**src/rtl/cnn_pkg.sv**
```systemverilog
// cnn_pkg: shared definitions for the CNN accelerator layer sequencer.
//   - op codes carried in the top two bits of each layer descriptor
//   - scheduler FSM state encoding (also exported on the debug port)
//   - descriptor field layout helpers; the layout is
//       {op[1:0], step[2:0], dr, dc, di, dr_out, dc_out, di_out}
//     with di_out in the least-significant memaddrbit bits.
package cnn_pkg;

  localparam logic [1:0] OP_NONE = 2'd0;  // reserved, treated as a bad descriptor
  localparam logic [1:0] OP_CONV = 2'd1;
  localparam logic [1:0] OP_POOL = 2'd2;
  localparam logic [1:0] OP_FC   = 2'd3;

  typedef enum logic [2:0] {
    S_IDLE   = 3'd0,
    S_LOAD   = 3'd1,
    S_FIRE   = 3'd2,
    S_WAIT   = 3'd3,
    S_NEXT   = 3'd4,
    S_FINISH = 3'd5,
    S_ERROR  = 3'd6
  } state_t;

  // Dimension field slots, counted in units of memaddrbit from the LSB.
  localparam int FLD_DI_OUT = 0;
  localparam int FLD_DC_OUT = 1;
  localparam int FLD_DR_OUT = 2;
  localparam int FLD_DI     = 3;
  localparam int FLD_DC     = 4;
  localparam int FLD_DR     = 5;

  function automatic int desc_w(input int mab);
    return 6 * mab + 5;
  endfunction

  function automatic int off_step(input int mab);
    return 6 * mab;
  endfunction

  function automatic int off_op(input int mab);
    return 6 * mab + 3;
  endfunction

  // Engine bit position for an op code: {fc,pool,conv}. OP_NONE maps to no engine.
  function automatic logic [2:0] op_onehot(input logic [1:0] op);
    logic [2:0] oh;
    oh = 3'b000;
    case (op)
      OP_CONV: oh = 3'b001;
      OP_POOL: oh = 3'b010;
      OP_FC:   oh = 3'b100;
      default: oh = 3'b000;
    endcase
    return oh;
  endfunction

endpackage

```
**src/rtl/layer_scheduler_if.sv**
```systemverilog
// layer_scheduler_if: bus between the layer scheduler and the three compute engines.
//   eng_enable  scheduler -> engines  one-hot start pulse {fc,pool,conv}
//   eng_done    engines -> scheduler  one-hot completion pulse {fc,pool,conv}
//   dr,dc,di / dr_out,dc_out,di_out   layer input/output dimensions
//   step        layer stride
//   inaddr,outaddr                    read/write base addresses in the shared RAM
//   mem_sel     shared RAM owner: 0 none, 1 conv, 2 pool, 3 fc
//
// Handshake: there is no valid/ready pair on this bus. A transfer is a single-cycle
// eng_enable pulse on one bit; the addressed engine later answers with a single-cycle
// pulse on the same bit of eng_done, at least one cycle after the enable. The
// dimension/address/mem_sel fields are held constant from the enable until that done.
interface layer_scheduler_if #(
  parameter int memaddrbit = 14
);
  logic [2:0]            eng_enable;
  logic [2:0]            eng_done;
  logic [memaddrbit-1:0] dr;
  logic [memaddrbit-1:0] dc;
  logic [memaddrbit-1:0] di;
  logic [memaddrbit-1:0] dr_out;
  logic [memaddrbit-1:0] dc_out;
  logic [memaddrbit-1:0] di_out;
  logic [2:0]            step;
  logic [memaddrbit-1:0] inaddr;
  logic [memaddrbit-1:0] outaddr;
  logic [1:0]            mem_sel;

  modport master (
    output eng_enable, dr, dc, di, dr_out, dc_out, di_out, step, inaddr, outaddr, mem_sel,
    input  eng_done
  );

  modport slave (
    input  eng_enable, dr, dc, di, dr_out, dc_out, di_out, step, inaddr, outaddr, mem_sel,
    output eng_done
  );
endinterface

```
**src/rtl/layer_desc_ram.sv**
```systemverilog
// layer_desc_ram: layer descriptor table, 2**ADDR_W entries of DATA_W bits.
// Synchronous write, asynchronous read; contents are not reset.
//   clk    clock
//   we     write strobe
//   waddr  write index
//   wdata  descriptor to store
//   raddr  read index
//   rdata  descriptor at raddr (combinational)
module layer_desc_ram #(
  parameter int ADDR_W = 4,
  parameter int DATA_W = 89
) (
  input  logic              clk,
  input  logic              we,
  input  logic [ADDR_W-1:0] waddr,
  input  logic [DATA_W-1:0] wdata,
  input  logic [ADDR_W-1:0] raddr,
  output logic [DATA_W-1:0] rdata
);

  logic [DATA_W-1:0] mem [2**ADDR_W];

  always_ff @(posedge clk) begin
    if (we) begin
      mem[waddr] <= wdata;
    end
  end

  assign rdata = mem[raddr];

endmodule

```
**src/rtl/layer_scheduler.sv**
```systemverilog
// layer_scheduler: top-level sequencer of the CNN accelerator.
// Walks a programmable descriptor table (conv / max pooling / fc). For each layer it
// presents dimensions, stride and ping-pong base addresses, hands the shared data RAM
// to the layer's engine, pulses that engine's enable and waits for its done pulse.
// A watchdog moves the sequencer to a sticky ERROR state if an engine never answers.
// Ports:
//   clk, rst      clock, synchronous active-high reset
//   start         run request, honoured only in IDLE
//   num_layers    number of layers to run (1..2**LAYER_BITS); 0 is ignored
//   cfg_we/addr/data  descriptor table write port, honoured only in IDLE
//   eng           engine bus (enable/done, dimensions, addresses, mem_sel)
//   busy          high whenever not IDLE
//   layer_idx     index of the current layer
//   all_done      one-cycle pulse after the last layer completes
//   timeout_err   sticky error flag (watchdog expiry or reserved op code)
//   dbg_state     current FSM state
module layer_scheduler
  import cnn_pkg::*;
#(
  parameter int memaddrbit = 14,
  parameter int LAYER_BITS = 4,
  parameter int IN_BASE    = 0,
  parameter int BUF_A      = 4096,
  parameter int BUF_B      = 8192,
  parameter int TIMEOUT    = 2**20,
  localparam int DESC_W    = desc_w(memaddrbit)
) (
  input  logic                  clk,
  input  logic                  rst,
  input  logic                  start,
  input  logic [LAYER_BITS:0]   num_layers,
  input  logic                  cfg_we,
  input  logic [LAYER_BITS-1:0] cfg_addr,
  input  logic [DESC_W-1:0]     cfg_data,
  layer_scheduler_if.master     eng,
  output logic                  busy,
  output logic [LAYER_BITS-1:0] layer_idx,
  output logic                  all_done,
  output logic                  timeout_err,
  output state_t                dbg_state
);

  localparam int WD_W = (TIMEOUT > 1) ? $clog2(TIMEOUT) : 1;
  localparam logic [WD_W-1:0]       WD_MAX    = WD_W'(TIMEOUT - 1);
  localparam logic [memaddrbit-1:0] IN_BASE_V = memaddrbit'(IN_BASE);
  localparam logic [memaddrbit-1:0] BUF_A_V   = memaddrbit'(BUF_A);
  localparam logic [memaddrbit-1:0] BUF_B_V   = memaddrbit'(BUF_B);

  state_t                state_q, state_d;
  logic [LAYER_BITS-1:0] idx_q, idx_d;
  logic [LAYER_BITS:0]   num_q;
  logic [1:0]            op_q;
  logic [WD_W-1:0]       wd_q;
  logic                  err_q;

  logic [memaddrbit-1:0] dr_q, dc_q, di_q, dr_out_q, dc_out_q, di_out_q;
  logic [memaddrbit-1:0] inaddr_q, outaddr_q;
  logic [2:0]            step_q;
  logic [1:0]            mem_sel_q;

  logic [DESC_W-1:0]     desc_rd;
  logic [memaddrbit-1:0] inaddr_nx, outaddr_nx;
  logic                  done_hit;
  logic                  last_layer;
  logic                  cfg_wr;

  // Table writes are only allowed while idle so a running sequence sees a frozen table.
  assign cfg_wr = cfg_we && (state_q == S_IDLE);

  // The table is read at the index the FSM is about to use, so the descriptor can be
  // registered on the same edge that enters LOAD.
  layer_desc_ram #(
    .ADDR_W (LAYER_BITS),
    .DATA_W (DESC_W)
  ) u_desc_ram (
    .clk   (clk),
    .we    (cfg_wr),
    .waddr (cfg_addr),
    .wdata (cfg_data),
    .raddr (idx_d),
    .rdata (desc_rd)
  );

  // Ping-pong: layer 0 reads the network input; odd layers read A and write B,
  // even layers read B (or the input) and write A.
  always_comb begin
    inaddr_nx  = IN_BASE_V;
    outaddr_nx = BUF_A_V;
    if (idx_d != '0) begin
      inaddr_nx = idx_d[0] ? BUF_A_V : BUF_B_V;
    end
    if (idx_d[0]) begin
      outaddr_nx = BUF_B_V;
    end
  end

  // Only the done bit of the engine owning the current layer counts.
  assign done_hit   = |(eng.eng_done & op_onehot(op_q));
  assign last_layer = ({1'b0, idx_q} == (num_q - 1'b1));

  // Next-state logic.
  always_comb begin
    state_d = state_q;
    idx_d   = idx_q;
    case (state_q)
      S_IDLE: begin
        if (start && (num_layers != '0)) begin
          state_d = S_LOAD;
          idx_d   = '0;
        end
      end
      S_LOAD: begin
        state_d = (op_q == OP_NONE) ? S_ERROR : S_FIRE;
      end
      S_FIRE: begin
        state_d = S_WAIT;
      end
      S_WAIT: begin
        // A done on the final watchdog cycle still wins over the timeout.
        if (done_hit) begin
          state_d = last_layer ? S_FINISH : S_NEXT;
        end else if (wd_q == WD_MAX) begin
          state_d = S_ERROR;
        end
      end
      S_NEXT: begin
        idx_d   = idx_q + 1'b1;
        state_d = S_LOAD;
      end
      S_FINISH: begin
        state_d = S_IDLE;
      end
      S_ERROR: begin
        state_d = S_ERROR;
      end
      default: begin
        state_d = S_IDLE;
      end
    endcase
  end

  // State register, layer index and run bookkeeping.
  always_ff @(posedge clk) begin
    if (rst) begin
      state_q <= S_IDLE;
      idx_q   <= '0;
      num_q   <= '0;
      wd_q    <= '0;
      err_q   <= 1'b0;
    end else begin
      state_q <= state_d;
      idx_q   <= idx_d;
      if ((state_q == S_IDLE) && (state_d == S_LOAD)) begin
        num_q <= num_layers;
        err_q <= 1'b0;
      end
      if (state_q == S_FIRE) begin
        wd_q <= '0;
      end else if (state_q == S_WAIT) begin
        wd_q <= wd_q + 1'b1;
      end
      if (state_d == S_ERROR) begin
        err_q <= 1'b1;
      end
    end
  end

  // Layer parameters: captured on entry to LOAD and held until the next LOAD.
  always_ff @(posedge clk) begin
    if (rst) begin
      op_q      <= OP_NONE;
      dr_q      <= '0;
      dc_q      <= '0;
      di_q      <= '0;
      dr_out_q  <= '0;
      dc_out_q  <= '0;
      di_out_q  <= '0;
      step_q    <= '0;
      inaddr_q  <= '0;
      outaddr_q <= '0;
      mem_sel_q <= '0;
    end else begin
      if (state_d == S_LOAD) begin
        op_q      <= desc_rd[off_op(memaddrbit) +: 2];
        step_q    <= desc_rd[off_step(memaddrbit) +: 3];
        dr_q      <= desc_rd[FLD_DR     * memaddrbit +: memaddrbit];
        dc_q      <= desc_rd[FLD_DC     * memaddrbit +: memaddrbit];
        di_q      <= desc_rd[FLD_DI     * memaddrbit +: memaddrbit];
        dr_out_q  <= desc_rd[FLD_DR_OUT * memaddrbit +: memaddrbit];
        dc_out_q  <= desc_rd[FLD_DC_OUT * memaddrbit +: memaddrbit];
        di_out_q  <= desc_rd[FLD_DI_OUT * memaddrbit +: memaddrbit];
        inaddr_q  <= inaddr_nx;
        outaddr_q <= outaddr_nx;
        // mem_sel encoding equals the op code.
        mem_sel_q <= desc_rd[off_op(memaddrbit) +: 2];
      end
      // Release the shared RAM as soon as the run ends, normally or not.
      if ((state_d == S_FINISH) || (state_d == S_ERROR)) begin
        mem_sel_q <= '0;
      end
    end
  end

  assign eng.eng_enable = (state_q == S_FIRE) ? op_onehot(op_q) : 3'b000;
  assign eng.dr         = dr_q;
  assign eng.dc         = dc_q;
  assign eng.di         = di_q;
  assign eng.dr_out     = dr_out_q;
  assign eng.dc_out     = dc_out_q;
  assign eng.di_out     = di_out_q;
  assign eng.step       = step_q;
  assign eng.inaddr     = inaddr_q;
  assign eng.outaddr    = outaddr_q;
  assign eng.mem_sel    = mem_sel_q;

  assign busy        = (state_q != S_IDLE);
  assign layer_idx   = idx_q;
  assign all_done    = (state_q == S_FINISH);
  assign timeout_err = err_q;
  assign dbg_state   = state_q;

endmodule
```
**src/flat_wrapper.sv**
```systemverilog
// flat-port wrapper written by rule: the top's interface ports become plain ports
module layer_scheduler_flat import cnn_pkg::*;
#(
  parameter int memaddrbit = 14,
  parameter int LAYER_BITS = 4,
  parameter int IN_BASE    = 0,
  parameter int BUF_A      = 4096,
  parameter int BUF_B      = 8192,
  parameter int TIMEOUT    = 2**20,
  localparam int DESC_W    = desc_w(memaddrbit)
)
  (clk, rst, start, num_layers, cfg_we, cfg_addr, cfg_data, busy, layer_idx, all_done, timeout_err, dbg_state, eng_eng_enable, eng_dr, eng_dc, eng_di, eng_dr_out, eng_dc_out, eng_di_out, eng_step, eng_inaddr, eng_outaddr, eng_mem_sel, eng_eng_done);
  layer_scheduler_if #(.memaddrbit(memaddrbit)) eng_i ();
  input  logic clk;
  input  logic rst;
  input  logic start;
  input  logic [LAYER_BITS:0] num_layers;
  input  logic cfg_we;
  input  logic [LAYER_BITS-1:0] cfg_addr;
  input  logic [DESC_W-1:0] cfg_data;
  output logic busy;
  output logic [LAYER_BITS-1:0] layer_idx;
  output logic all_done;
  output logic timeout_err;
  output state_t dbg_state;
  output wire logic [$bits(eng_i.eng_enable)-1:0] eng_eng_enable;
  output wire logic [$bits(eng_i.dr)-1:0] eng_dr;
  output wire logic [$bits(eng_i.dc)-1:0] eng_dc;
  output wire logic [$bits(eng_i.di)-1:0] eng_di;
  output wire logic [$bits(eng_i.dr_out)-1:0] eng_dr_out;
  output wire logic [$bits(eng_i.dc_out)-1:0] eng_dc_out;
  output wire logic [$bits(eng_i.di_out)-1:0] eng_di_out;
  output wire logic [$bits(eng_i.step)-1:0] eng_step;
  output wire logic [$bits(eng_i.inaddr)-1:0] eng_inaddr;
  output wire logic [$bits(eng_i.outaddr)-1:0] eng_outaddr;
  output wire logic [$bits(eng_i.mem_sel)-1:0] eng_mem_sel;
  input wire logic [$bits(eng_i.eng_done)-1:0] eng_eng_done;
  assign eng_eng_enable = eng_i.eng_enable;
  assign eng_dr = eng_i.dr;
  assign eng_dc = eng_i.dc;
  assign eng_di = eng_i.di;
  assign eng_dr_out = eng_i.dr_out;
  assign eng_dc_out = eng_i.dc_out;
  assign eng_di_out = eng_i.di_out;
  assign eng_step = eng_i.step;
  assign eng_inaddr = eng_i.inaddr;
  assign eng_outaddr = eng_i.outaddr;
  assign eng_mem_sel = eng_i.mem_sel;
  assign eng_i.eng_done = eng_eng_done;
  layer_scheduler #(.memaddrbit(memaddrbit), .LAYER_BITS(LAYER_BITS), .IN_BASE(IN_BASE), .BUF_A(BUF_A), .BUF_B(BUF_B), .TIMEOUT(TIMEOUT)) u_core (.clk(clk), .rst(rst), .start(start), .num_layers(num_layers), .cfg_we(cfg_we), .cfg_addr(cfg_addr), .cfg_data(cfg_data), .eng(eng_i), .busy(busy), .layer_idx(layer_idx), .all_done(all_done), .timeout_err(timeout_err), .dbg_state(dbg_state));
endmodule
```
**config.mk**
```make
export PLATFORM = sky130hd
export DESIGN_NAME = layer_scheduler_flat
export DESIGN_NICKNAME = d
export VERILOG_FILES = /design/src/rtl/cnn_pkg.sv /design/src/rtl/layer_scheduler_if.sv /design/src/rtl/layer_desc_ram.sv /design/src/rtl/layer_scheduler.sv /design/src/flat_wrapper.sv
export SDC_FILE = /design/constraint.sdc
export NUM_CORES = 2
export LEC_CHECK = 0
export CAP_MARGIN = 0
export CORE_MARGIN = 4
export CORE_UTILIZATION = 55
export CTS_BUF_LIST = sky130_fd_sc_hd__clkbuf_8 sky130_fd_sc_hd__clkbuf_16
export DETAILED_ROUTE_END_ITERATION = 6
export GPL_ROUTABILITY_DRIVEN = 0
export PLACE_DENSITY = 0.73
export SLEW_MARGIN = 20
export SYNTH_ARGS = -nofsm -noshare
export SYNTH_HDL_FRONTEND = slang
export SYNTH_SLANG_ARGS = --single-unit
```
**constraint.sdc**
```tcl
create_clock -name clk -period 10.7 [get_ports clk]
set_input_delay 1.605 -clock clk [delete_from_list [all_inputs] [get_ports clk]]
set_output_delay 1.605 -clock clk [all_outputs]
set_load 0.01 [all_outputs]
```
; Yosys cells after proc, flatten, opt, wreduce, memory -nomap -nowiden
; Memories as Yosys holds them, arrays and structs flattened.
; Cells that the tools add are included.
[totals]
ram_bits = 1424
input_bits = 105
regBits = 152
mem_count = 1
[memory_table]
columns = name, depth, width, rd, rd_clocked_by_memory_dff, write_ports, line
row1 = u_core.u_desc_ram.mem, 16, 89, 1, 0, 1, layer_desc_ram.sv:21  ; logic [DATA_W-1:0] mem [2**ADDR_W];
[op_classes]
n_eq_ne = 14
addsub = 3
mux = 17
bitwise_logic = 1
n_reduce_logical = 13
[ops]
columns = op, n
row1 = $mux 14, 3
row2 = $add 20x1->20 const B, 1
row3 = $eq 20x20->1 const B, 1
row4 = $pmux 3 s6, 1
row5 = $eq 3x3->1 const B, 5
row6 = $mux 3, 5
row7 = $pmux 3 s3, 1
row8 = $pmux 4 s2, 1
row9 = $eq 3x1->1 const B, 2
row10 = $eq 3x2->1 const B, 2
row11 = $eq 4x5->1, 1
row12 = $mux 1, 5
row13 = $reduce_bool 5->1, 1
row14 = $sub 5x1->5 const B, 1
row15 = $add 4x1->4 const B, 1
row16 = $eq 2x2->1 const B, 2
row17 = $mux 4, 1
row18 = $reduce_bool 4->1, 1
row19 = $reduce_or 2->1, 2
row20 = $and 3x3->3, 1
row21 = $logic_and 1x1->1, 3
row22 = $logic_not 3->1, 1
row23 = $reduce_bool 3->1, 1
row24 = $reduce_or 3->1, 1
row25 = other kinds (4), 4

; Depth between registers and ports, before layout
[depth]
depth_word = 10
mapped_depth = 12
depth_no_buf = 9

; Modules after synthesis
; From an unflattened synthesis, not the netlist that was laid out.
[unflattened]
hier_cells = 2838
hier_area_um2 = 58476.1
[modules_own_cells]
columns = mod, cells_per_inst, area_each_um2, n_inst
row1 = layer_desc_ram, 2193, 53239.8, 1
row2 = layer_scheduler, 645, 5236.3, 1

; Worst setup path after synthesis
; OpenSTA, ideal clock, no wires.
[synth_timing]
path_type = input-to-reg
from = input port cfg_we
to = memory u_core.u_desc_ram.mem[0][0], enable pin
setup_time_ns = 0.647
n_path_buf = 0
required_time_ns = 10.053
path_stages = 3
arrival_time_ns = 8.078
path_slack_ns = 1.976
path_cell_list = nand2_1 > or3_1 > nor3_1
[synth_between]
elab_chain_len = 3
[synth_rtl]
columns = element, line
row1 = "start, declared", flat_wrapper.sv:18  ; input logic cfg_we;
row2 = $logic_and 1x1->1, layer_scheduler.sv:68  ; assign cfg_wr = cfg_we && (state_q == S_IDLE);
row3 = $mux 1, layer_desc_ram.sv:24  ; if (we) begin
row4 = $mux 1 (implied by the code), layer_desc_ram.sv:25  ; mem[waddr] <= wdata;
row5 = "end, declared", layer_desc_ram.sv:21
; Every way passes these cells.

; Worst setup path in the final report
[layout_timing]
from = input port num_layers[1]
to = register u_core.dr_q[6] (netlist: u_core.eng.dr[6])
[layout_between]
elab_chain_len = 5
elab_cells_between_ends = 8
cone_classes = eq/ne (1) / mux (4) / reduce/logical (2) / memory (1)
[layout_rtl]
columns = element, line
row1 = "start, declared", flat_wrapper.sv:17  ; input logic [LAYER_BITS:0] num_layers;
row2 = $reduce_bool 5->1 *, layer_scheduler.sv:107  ; if (start && (num_layers != '0)) begin
row3 = $logic_and 1x1->1 *, layer_scheduler.sv:107
row4 = $mux 4 or $mux 3 (tied branches), layer_scheduler.sv:107
row5 = $pmux 4 s2 or $pmux 3 s6 (tied branches), layer_scheduler.sv:105  ; case (state_q)
row6 = $mem_v2 16x89 or $eq 3x1->1 (tied branches), --
row7 = "end signal, assigned", layer_scheduler.sv:186  ; dr_q <= desc_rd[FLD_DR * memaddrbit +: memaddrbit];
row8 = "end, declared", layer_scheduler.sv:56  ; logic [memaddrbit-1:0] dr_q, dc_q, di_q, dr_out_q, dc_out_q, di_out_q;
; Mark *: on every way between the ends. The rest lies on a longest branch, timed or not.
; A chain may end at the register's enable or synchronous reset.

==> run summary <==
Switch Pwr -> 2.899 mW
Seq pwr share -> 0.527
Share of layout cells above drive strength 1 -> 0.09408
Postcts setup bufs -> 0
First-pass GRT wire length -> 229.2 mm
Crit path max fanout -> 149
Post-synth EDFFs -> 1424
P&R area growth vs syn -> 13.92%
CTS tree -> done
Fraction of registers with async set/reset -> 0
GRT Total Usage -> 0.2713
Top-level I/O count -> 235
P_int -> 10.05 mW
Initial DRT Pass Iterations -> 6
Row cnt -> 120
RSZ-0062 raised after global routing -> no
Startpoint Class -> input port
Critical Path RT -> 11.32 ns
Total CTS buffers -> 150
Initial DRC count -> 4297
CTS root buffer -> clkbuf_16
Switching part of the total -> 0.2239
Antenna Violating Nets Remaining -> 0
Post-Syn Area per Cell -> 14.57 um^2
Crit path DAT -> 6.88 ns
Die ar. -> 114200 um^2
FMAX -> 159.6 MHz
Clock Sinks -> 1552
H-tree Lvls -> 4
Seq cells post-synth -> 1552
Area of the core -> 107700 um^2
Max-cap viol count -> 0
Leakage -> 23.30 nW
Vias per inst -> 6.347
Part of the cycle the worst path needs -> 0.5856
Max-slew headroom -> -0.07407
Commonest non-fill, non-tap cell in the layout -> edfxtp_1
Largest net degree at the start of global routing -> 203
Clock transition at path regs -> 0.06 ns
Fin util -> 0.6338
Final hold viol count -> 0
Antenna violations before repair -> 17
DR vias -> 36.82k
Setup Skew -> 0.03194 ns
Failing checks -> slew limit
Post_cts resized -> 0
Worst IR Drop VDD -> 0.1548 mV
Critical Path End Type -> flip-flop
Die Y -> 338 um
Grt total ovfl -> 0
Most used flip-flop cell after synthesis -> edfxtp_1
Initial core utilization -> 0.5564
Setup TNS -> 0 ns
Tmin final -> 6.266 ns
Post-CTS Hold Buffers -> 0
Clk Latency, worst-skew pair -> 0.77 ns
Mapped cell area -> 59890 um^2
Cell variety after synth -> 70
PD cells -> 189.8 nW/um^2
Comb pwr share -> 0.069
Cells after synthesis -> 4110
Number of global-route vias before repair -> 35.98k
Pin slew with the least headroom to its limit -> 1.611 ns
Residual DRC count -> 0
Status -> complete, but fails checks
Sequential share of the synthesized area -> 0.7567
Most frequent cells in the layout -> edfxtp_1 (1424), nand2_1 (775), a31oi_1 (214)
Routed wire length per instance -> 26.96 um
Clock share of power -> 0.404
Clock Path Buffers -> 3
Max-slew violation count -> 78
Chip Width -> 338 um
Hpwl dp -> 74.79 mm
I/O Buffers -> 210
# setup viols final -> 0
Tightest Hold Check Type -> flip-flop to flip-flop
Warning count from the yosys run -> 0
Critical path class -> input port to flip-flop
Routed wire length -> 156.4 mm
Post-layout nets -> 4372
[cells by family (layout without fill, tap and decap cells)]
logic type	Yosys count	count (layout)	share of synthesized area
muxes	201	201	0.03535
xor gates and xnor gates	26	26	0.004053
buffers and inverters	313	570	0.02484
AOI/OAI and AO/OA	861	861	0.09396
and+or+nand+nor	1153	1153	0.08440
DFF	1552	1552	0.7567
adders and majority gates	3	3	0.0006268
other	1	32	0.00006261
[per-stage QoR]
step	setup WS [ns]	total power, mW	std cells	cell area, um^2	hold WS, ns
floorplan	1.976	7.402	4133	59980	0.4443
global placement	3.902	7.810	5515	63280	0.4465
CTS	4.577	13.00	5793	68210	0.4519
detailed placement	3.797	7.828	5515	63280	0.4414
global route	4.192	13.33	5798	68220	0.4818
finish	4.434	12.95	5801	68230	0.4510
[layer usage]
metal  wire [um]  global-route usage
met3       16150             0.05808
met5          80                   0
met1       59490              0.3616
met4        4586             0.09408
met2       76100              0.4472
[power groups by stage]
stage	logic (mW)	registers [mW]	clock network (mW)
floorplan	0.455	6.95	0
global placement	0.860	6.95	0
detailed placement	0.876	6.95	0
CTS	0.879	6.83	5.29
global route	0.947	6.83	5.55
finish	0.887	6.82	5.24
[worst paths after layout]
check | from | cells after the start | slack (ns) | to
setup / recovery | num_layers[1] | 10 | 4.43 | u_core.eng.dr[6]
hold / removal | u_core.eng.inaddr[13] | 2 | 0.45 | u_core.eng.inaddr[13]
setup reg to reg | u_core.dbg_state[2] | 9 | 5.52 | u_core.eng.dc[12]
hold reg to reg | u_core.eng.inaddr[13] | 2 | 0.45 | u_core.eng.inaddr[13]
[synth_stat cells, types with 5 or more instances]
| cell type | count | area (um^2) |
|---|---|---|
| inv_1 | 6 | 22.52 |
| and3_1 | 129 | 807.0 |
| o31ai_1 | 37 | 277.8 |
| o21ai_0 | 114 | 570.6 |
| nand4_1 | 6 | 37.54 |
| clkbuf_1 | 139 | 521.8 |
| a2111oi_1 | 5 | 50.05 |
| mux2_2 | 61 | 686.9 |
| o221ai_1 | 36 | 315.3 |
| nor2_1 | 79 | 296.5 |
| buf_2 | 106 | 530.5 |
| xnor2_1 | 8 | 70.07 |
| a21oi_1 | 167 | 835.8 |
| nand3b_1 | 19 | 142.6 |
| nor3_1 | 11 | 55.05 |
| xor2_1 | 16 | 140.1 |
| a221o_1 | 16 | 160.2 |
| buf_1 | 16 | 60.06 |
| a22oi_1 | 52 | 390.4 |
| or3_1 | 20 | 125.1 |
| edfxtp_1 | 1424 | 42760 |
| nand2b_1 | 5 | 31.28 |
| mux2i_1 | 137 | 1371 |
| dfxtp_1 | 128 | 2562 |
| a211oi_1 | 121 | 908.4 |
| a2111oi_0 | 34 | 297.8 |
| o22ai_1 | 42 | 262.8 |
| buf_4 | 44 | 330.3 |
| nand2_1 | 776 | 2913 |
| nand3_1 | 66 | 330.3 |
| nor4_1 | 21 | 131.4 |
| a31oi_1 | 215 | 1345 |
[cell type report]
class,count,area (um^2)
sequential,1552,45320
fill,7543,39420
multi-input combinational,2268,13450
clock buffer,167,4078
timing repair buffer,286,2723
tap,1403,1755
clock inverter,111,855.8
inverter,6,22.52
antenna,8,20.02
[flip-flops by register name (all words and copies together) (netlist names), 5 cells and up]
name                   flops
u_core.eng.dc_out         14
u_core.eng.dr             14
u_core.eng.dc             14
u_core.wd_q               20
u_core.eng.di_out         14
u_core.eng.dr_out         14
u_core.eng.di             14
u_core.u_desc_ram.mem   1424
u_core.num_q               5
[worst max-delay path: stages]
cell,delay [ns]
clkdlybuf4s50_1,0.42
or4_4,0.58
o211ai_4,0.68
buf_4,0.80
nand2_8,0.85
buf_4,0.74
a211oi_1,0.38
a31oi_1,0.08
a2111oi_0,0.54
o31ai_1,0.14
(Power assumes the default switching activity.)
